## src/rtl/demux_rr_sched_v.sv

```systemverilog
// Round-robin burst scheduler that drives the one-hot select of a 1:8 demux.
module demux_rr_sched_v #(
  parameter int MAX_BURST = 4,
  parameter int CNT_W     = 4
) (
  input  logic             i_clk,
  input  logic             i_rst_n,
  input  logic             i_en,
  input  logic [7:0]       i_req,
  output logic [7:0]       o_sel_code,
  output logic [2:0]       o_grant_id,
  output logic             o_busy,
  output logic [CNT_W-1:0] o_burst_cnt
);
  // Purpose: share eight demux outputs among eight requesters, one bounded burst at a time.
  // Latency: request sampled in IDLE at edge k gives a registered one-hot select after edge k.
  // Backpressure: dropping the granted request ends the burst; i_en low only blocks new arbitration.

  typedef enum logic [1:0] {
    S_IDLE,
    S_GRANT,
    S_GAP
  } state_t;

  localparam logic [CNT_W-1:0] LAST_CNT = CNT_W'(MAX_BURST - 1);

  state_t     state;
  logic [2:0] last;
  logic [2:0] win_idx;
  logic [2:0] cand;
  logic       win_vld;
  logic       burst_end;

  // Scan from the lowest priority slot (last itself) up to last+1, so the
  // nearest requester after last is the one left standing.
  always_comb begin
    win_vld = 1'b0;
    win_idx = last;
    cand    = last;
    for (int off = 8; off >= 1; off--) begin
      cand = last + 3'(off);
      if (i_req[cand]) begin
        win_vld = 1'b1;
        win_idx = cand;
      end
    end
  end

  assign burst_end = !i_req[o_grant_id] || (o_burst_cnt == LAST_CNT);

  always_ff @(posedge i_clk or negedge i_rst_n) begin
    if (!i_rst_n) begin
      state       <= S_IDLE;
      last        <= 3'd7;
      o_sel_code  <= 8'h00;
      o_grant_id  <= 3'd7;
      o_busy      <= 1'b0;
      o_burst_cnt <= '0;
    end else begin
      case (state)
        S_IDLE: begin
          if (i_en && win_vld) begin
            state       <= S_GRANT;
            o_sel_code  <= 8'(1) << win_idx;
            o_grant_id  <= win_idx;
            last        <= win_idx;
            o_burst_cnt <= '0;
            o_busy      <= 1'b1;
          end
        end
        S_GRANT: begin
          o_burst_cnt <= o_burst_cnt + CNT_W'(1);
          if (burst_end) begin
            state      <= S_GAP;
            o_sel_code <= 8'h00;
            o_busy     <= 1'b0;
          end
        end
        S_GAP: begin
          state <= S_IDLE;
        end
        default: begin
          state      <= S_IDLE;
          o_sel_code <= 8'h00;
          o_busy     <= 1'b0;
        end
      endcase
    end
  end

endmodule
```

## config.mk

```make
export PLATFORM = sky130hd
export DESIGN_NAME = demux_rr_sched_v
export DESIGN_NICKNAME = d
export VERILOG_FILES = /design/src/rtl/demux_rr_sched_v.sv
export SDC_FILE = /design/constraint.sdc
export NUM_CORES = 1
export LEC_CHECK = 0
export BUFFER_PORTS_ARGS = -buffer_cell sky130_fd_sc_hd__buf_2
export CAP_MARGIN = 40
export CORE_UTILIZATION = 30
export CTS_CLUSTER_DIAMETER = 30
export DETAILED_ROUTE_END_ITERATION = 16
export PLACE_DENSITY = 0.47
export SYNTH_ARGS = -nofsm -noshare
export SYNTH_HDL_FRONTEND = slang
export SYNTH_SLANG_ARGS = --single-unit
```

## constraint.sdc

```tcl
create_clock -name i_clk -period 6 [get_ports i_clk]
set_input_delay 1.2 -clock i_clk [delete_from_list [all_inputs] [get_ports i_clk]]
set_output_delay 1.2 -clock i_clk [all_outputs]
set_load 0.02 [all_outputs]
```

**Yosys cells after proc, flatten, opt, wreduce, memory -nomap -nowiden**

Cells that the tools add are included.

- ROM bits: 0
- Latch bits: 0
- Bits in writable memories: 0
- Memories kept: 0
- Input bits: 11
- Output and inout bits: 16
- Register bits after elaboration: 18
- Word-level logic and storage cells: 79

- Shifts and indexed selects: 1
- Reductions and logical operators: 9
- Magnitude comparators: 8
- Add/subtract/negate cells: 8
- Multiplexer cells: 42
- Eq/ne operators: 5
- Bitwise logic cells: 1
- Multipliers: 0
- Divide/modulo/power cells: 0

Operator list:

| cell | count |
|---|---|
| 3-bit by 4-bit less-than comparator with 1-bit output (second input constant) | 8 |
| 1-bit binary-select mux with 3-bit select | 8 |
| 8-bit one-hot mux with 3 select lines | 1 |
| 3-bit two-way mux | 7 |
| 1-bit two-way mux | 18 |
| 8-bit two-way mux | 2 |
| 3-bit adder (second input constant) | 4 |
| 4-bit one-hot mux with 2 select lines | 1 |
| 1-bit by 3-bit << shifter with 8-bit output (first input constant) | 1 |
| 3-bit by 2-bit adder with 3-bit output (second input constant) | 2 |
| 2-bit AND reduction | 3 |
| 4-bit by 1-bit adder with 4-bit output (second input constant) | 1 |
| 4-bit by 2-bit equality test with 1-bit output (second input constant) | 1 |
| 2-bit two-way mux | 2 |
| 4-bit two-way mux | 1 |
| 2-bit != test (second input constant) | 2 |
| 2-bit one-hot mux with 2 select lines | 1 |
| 3-bit by 1-bit adder with 3-bit output (second input constant) | 1 |
| 1-bit one-hot mux with 3 select lines | 1 |
| 3-bit AND reduction | 1 |
| 2-bit by 1-bit equality test with 1-bit output (second input constant) | 1 |
| 2-bit equality test (second input constant) | 1 |
| 2-bit zero test | 1 |
| 2-bit nonzero test | 1 |
| 4 further kinds | 4 |

**Longest topological paths before layout**

- Word-level depth: 13
- Depth in mapped cells: 13
- Mapped depth without buffers: 9

**Worst setup path before layout**

Ideal clock, no wire load.

- Path type: reg-to-reg
- From: register last[0]
- To: register o_sel_code[0]
- Clock period less this slack: 3.212 ns
- Arrival time: 3.090 ns
- Setup slack: 2.788 ns
- Required time: 5.878 ns
- Path buffers: 4
- Setup time: 0.122 ns
- Cell stages (with the launch flop): 14
- Cells stage by stage: dfstp_2 buf_6 buf_8 buf_2 inv_1 ha_1 buf_2 mux4_1 a21oi_1 nand2_1 o21ai_1 a311oi_4 nor3b_4 a32o_1

- Word-level cells in the longest chain between the ends: 13
- Elaborated cells on any way between the ends: 47
- Those cells by class: add/sub: 7; eq/ne: 2; shift: 1; mux: 33; reduce/logical: 4

RTL lines:

| element | RTL line | text |
|---|---|---|
| start: declaration | 28 | `logic [2:0] last;` |
| start signal: assignment | 66 | `last <= win_idx;` |
| 3-bit adder / 1-bit binary-select mux with 3-bit select (equally long branches) | - |  |
| 1-bit binary-select mux with 3-bit select / 1-bit two-way mux (equally long branches) | - |  |
| 1-bit two-way mux (implied by the code) | 42 | `if (i_req[cand]) begin` |
| 3-bit two-way mux / 1-bit two-way mux (equally long branches) (7 in series) | 42 |  |
| 1-bit by 3-bit << shifter with 8-bit output / 1-bit logical AND (equally long branches) | 64, 62 |  |
| 8-bit two-way mux / 2-bit != test (equally long branches) | - |  |
| 8-bit one-hot mux with 3 select lines / 3-bit AND reduction (equally long branches) | - |  |
| end signal: assignment | 64 | `o_sel_code <= 8'(1) << win_idx;` |
| end: declaration | 10 | `output logic [7:0] o_sel_code,` |

Parallel ways exist; a longest one is shown, timed or not. The select of a mux whose other input is x is not followed.
A chain may end at the register's enable or synchronous reset.

**Worst setup path after layout**

- From: register last[1]
- To: register o_sel_code[2]

Same word-level chain as after synthesis.

==> flow_metrics.tcl <==
set metrics [dict create \
    avgRoutedWirePerCell_um 17.0 \
    yosysWarnings 0 \
    viasPerCell 5.73 \
    slew_viol_final 0 \
    cts_hold_buffers 0 \
    layout_commonest_cell "buf_2" \
    synth_compound_area_frac 0.227 \
    syn-cell-area_mm2 0.00185 \
    crit_fanout 15 \
    wl_um 4650 \
    cts_resized 0 \
    post_synth.cell_area_avg_um2 10.4 \
    grt_max_degree 28 \
    worstSkewPairLatency_ps 250 \
    synth_cells 178 \
    tns_ps 0 \
    worstSetupEndpointType "flip-flop" \
    antennaDiodeCount 0 \
    rsz0062_at_grt "no" \
    grt_pass1_wl_um 7420 \
    die_w_um 80.4 \
    worst-setup-path-type "flip-flop to flip-flop" \
    synth_top_family_by_area "multiplexers" \
    start_util 0.312 \
    arrival_ps 3860 \
    synthFlopType "dfrtp_1" \
    synth.distinct_cells 59 \
    cts_tree "yes" \
    synth.net_count 192 \
    dp_hpwl_um 3490 \
    min_from "o_sel_code[1]$_DFFE_PN0P_" \
    syn_to_final_growth_pct 11.9 \
    drc 0 \
    grt_antenna_before_repair 0 \
    std_cell_rows 28 \
    synth-seq-cells 18 \
    clock-root-buffer "clkbuf_8" \
    hold_viol_final 0 \
    layout-drive-gt1-share 0.307 \
    ctsHtreeMaxLevel 1 \
    vias 1571 \
    die_h_um 80.4 \
    final_cell_mix "buf_2 (26), nor2_1 (19), dfrtp_1 (15)" \
    fin_worst_skew_ps 2.10 \
    fp.coreArea_mm2 0.00592 \
    worst_pin_slew_ps 652 \
    r2r-start "last[1]$_DFFE_PN1P_" \
    start_kind "flip-flop" \
    reg2regPathDepth 8 \
    overflow 0 \
    setup_viol 0 \
    ios 27 \
    maxCapViolCount 0 \
    ff2ff_setup_slack_ps 2330 \
    timing.final.crit_share 0.612 \
    slew_headroom 0.562 \
    die_area_mm2 0.00647 \
    cts_buffers 3 \
    grt_usage 0.150 \
    cts.path.max_buffers 2 \
    num-fill-cells 619 \
    synthArstFlopShare 1.00 \
    synth_simple_gate_area_frac 0.149 \
    synth_edf_count 0 \
    r2r-end "o_sel_code[2]$_DFFE_PN0P_" \
    synth_fa_ha_area_frac 0.0203 \
    status "finished, final reports clean" \
    cts_setup_buffers 0 \
    required_ps 6190 \
    clk_pin_slew_ps 70 \
    drtIter0Drc 57 \
    hold_path_end "o_sel_code[1]$_DFFE_PN0P_" \
    max_freq_mhz 272 \
    fin_crit_ps 3670 \
    synthMuxAreaShare 0.281 \
    synth_xor_area_frac 0.0278 \
    hold_depth 1 \
    ant_nets 0 \
    first_global_vias 1414 \
    layout.nets 214 \
    yosysSeqAreaShare 0.246 \
    port_buffers 26 \
    drt-pass1-iter-count 4 \
    place_congestion 0.798 \
    numClockSinks 18 \
    holdCritPathClass "flip-flop to flip-flop" \
]
==> worst max-delay path, cell delays in order (launching register included) <==
cell and delay (ps):
dfstp_2 720, clkinv_1 310, ha_1 720, inv_1 280, mux4_2 440, nor2_2 60, a311oi_4 500, nor3b_4 370
a32o_1 200
==> logic make-up (layout without fill, tap and decap cells) <==
family,count (synthesis),after routing
buffers and inverters,17,38
xor gates and xnor gates,5,5
AOI/OAI and AO/OA,51,51
adders and majority gates,3,3
DFF,18,18
and+or+nand+nor,53,53
muxes,31,31
==> per-stage QoR <==
| stage | instance area, um^2 | setup WS [ps] | utilization | std cells | hold WS [ps] |
|---|---|---|---|---|---|
| after global placement | 2010 | 2270 | 0.340 | 270 | 470 |
| after global routing | 2070 | 2050 | 0.349 | 274 | 504 |
| after detailed placement | 2010 | 2330 | 0.340 | 270 | 476 |
| final | 2070 | 2330 | 0.349 | 274 | 489 |
| after CTS | 2070 | 2280 | 0.349 | 274 | 495 |
| after floorplan | 1850 | 2790 | - | 178 | 571 |
==> cells in the mapped netlist (3+ instances only) <==
library cell	number	area share
mux4_1	5	0.071
dfrtp_1	15	0.20
inv_1	7	0.014
o22ai_1	3	0.010
a32o_1	4	0.022
nand2_1	12	0.024
nor2_1	19	0.039
buf_2	5	0.014
nand3_1	3	0.0081
ha_1	3	0.020
a31oi_1	4	0.014
mux2_4	3	0.024
o2bb2ai_1	5	0.024
xor2_1	3	0.014
a221oi_1	5	0.024
nand2b_1	4	0.014
mux4_2	7	0.085
dfstp_2	3	0.043
a21oi_1	8	0.022
mux2_2	7	0.043
mux2i_1	7	0.038
==> routing by layer <==
metal | vias to the layer above | track usage | share of wire
met5 | - | 0 | 0
met4 | 0 | 0.0268 | 0.0073
met3 | 4 | 0.0250 | 0.030
met2 | 36 | 0.235 | 0.45
met1 | 779 | 0.218 | 0.51
li1 | 752 | - | -
==> flip-flops by register name, summed over array words and instances, names as in the netlist <==
register	cells
last	3
o_burst_cnt	4
o_busy	1
o_sel_code	8
state	2
==> final cells by class <==
type	instances	area, um^2	area share
clock buffer	4	55.1	0.0267
inverter	8	30.0	0.0145
multi-input combinational	143	1300	0.631
sequential	18	454	0.220
tap	75	93.8	0.0454
timing repair buffer	26	130	0.0630
==> worst max path at each step <==
stage                   startpoint                   endpoint  slack (ps)  cells after the start
3_3_place_gp   last[0]$_DFFE_PN1P_  o_sel_code[7]$_DFFE_PN0P_        2270                      9
2_1_floorplan  last[0]$_DFFE_PN1P_  o_sel_code[0]$_DFFE_PN0P_        2790                     13
3_5_place_dp   last[0]$_DFFE_PN1P_  o_sel_code[3]$_DFFE_PN0P_        2330                      8
5_1_grt        last[0]$_DFFE_PN1P_  o_sel_code[1]$_DFFE_PN0P_        2050                      8
6_report       last[1]$_DFFE_PN1P_  o_sel_code[2]$_DFFE_PN0P_        2330                      8
4_1_cts        last[1]$_DFFE_PN1P_  o_sel_code[2]$_DFFE_PN0P_        2280                      8
Power is left out: the tool's default activity adds up to more than one toggle a clock period on the data nets, which glitch-free logic cannot reach.
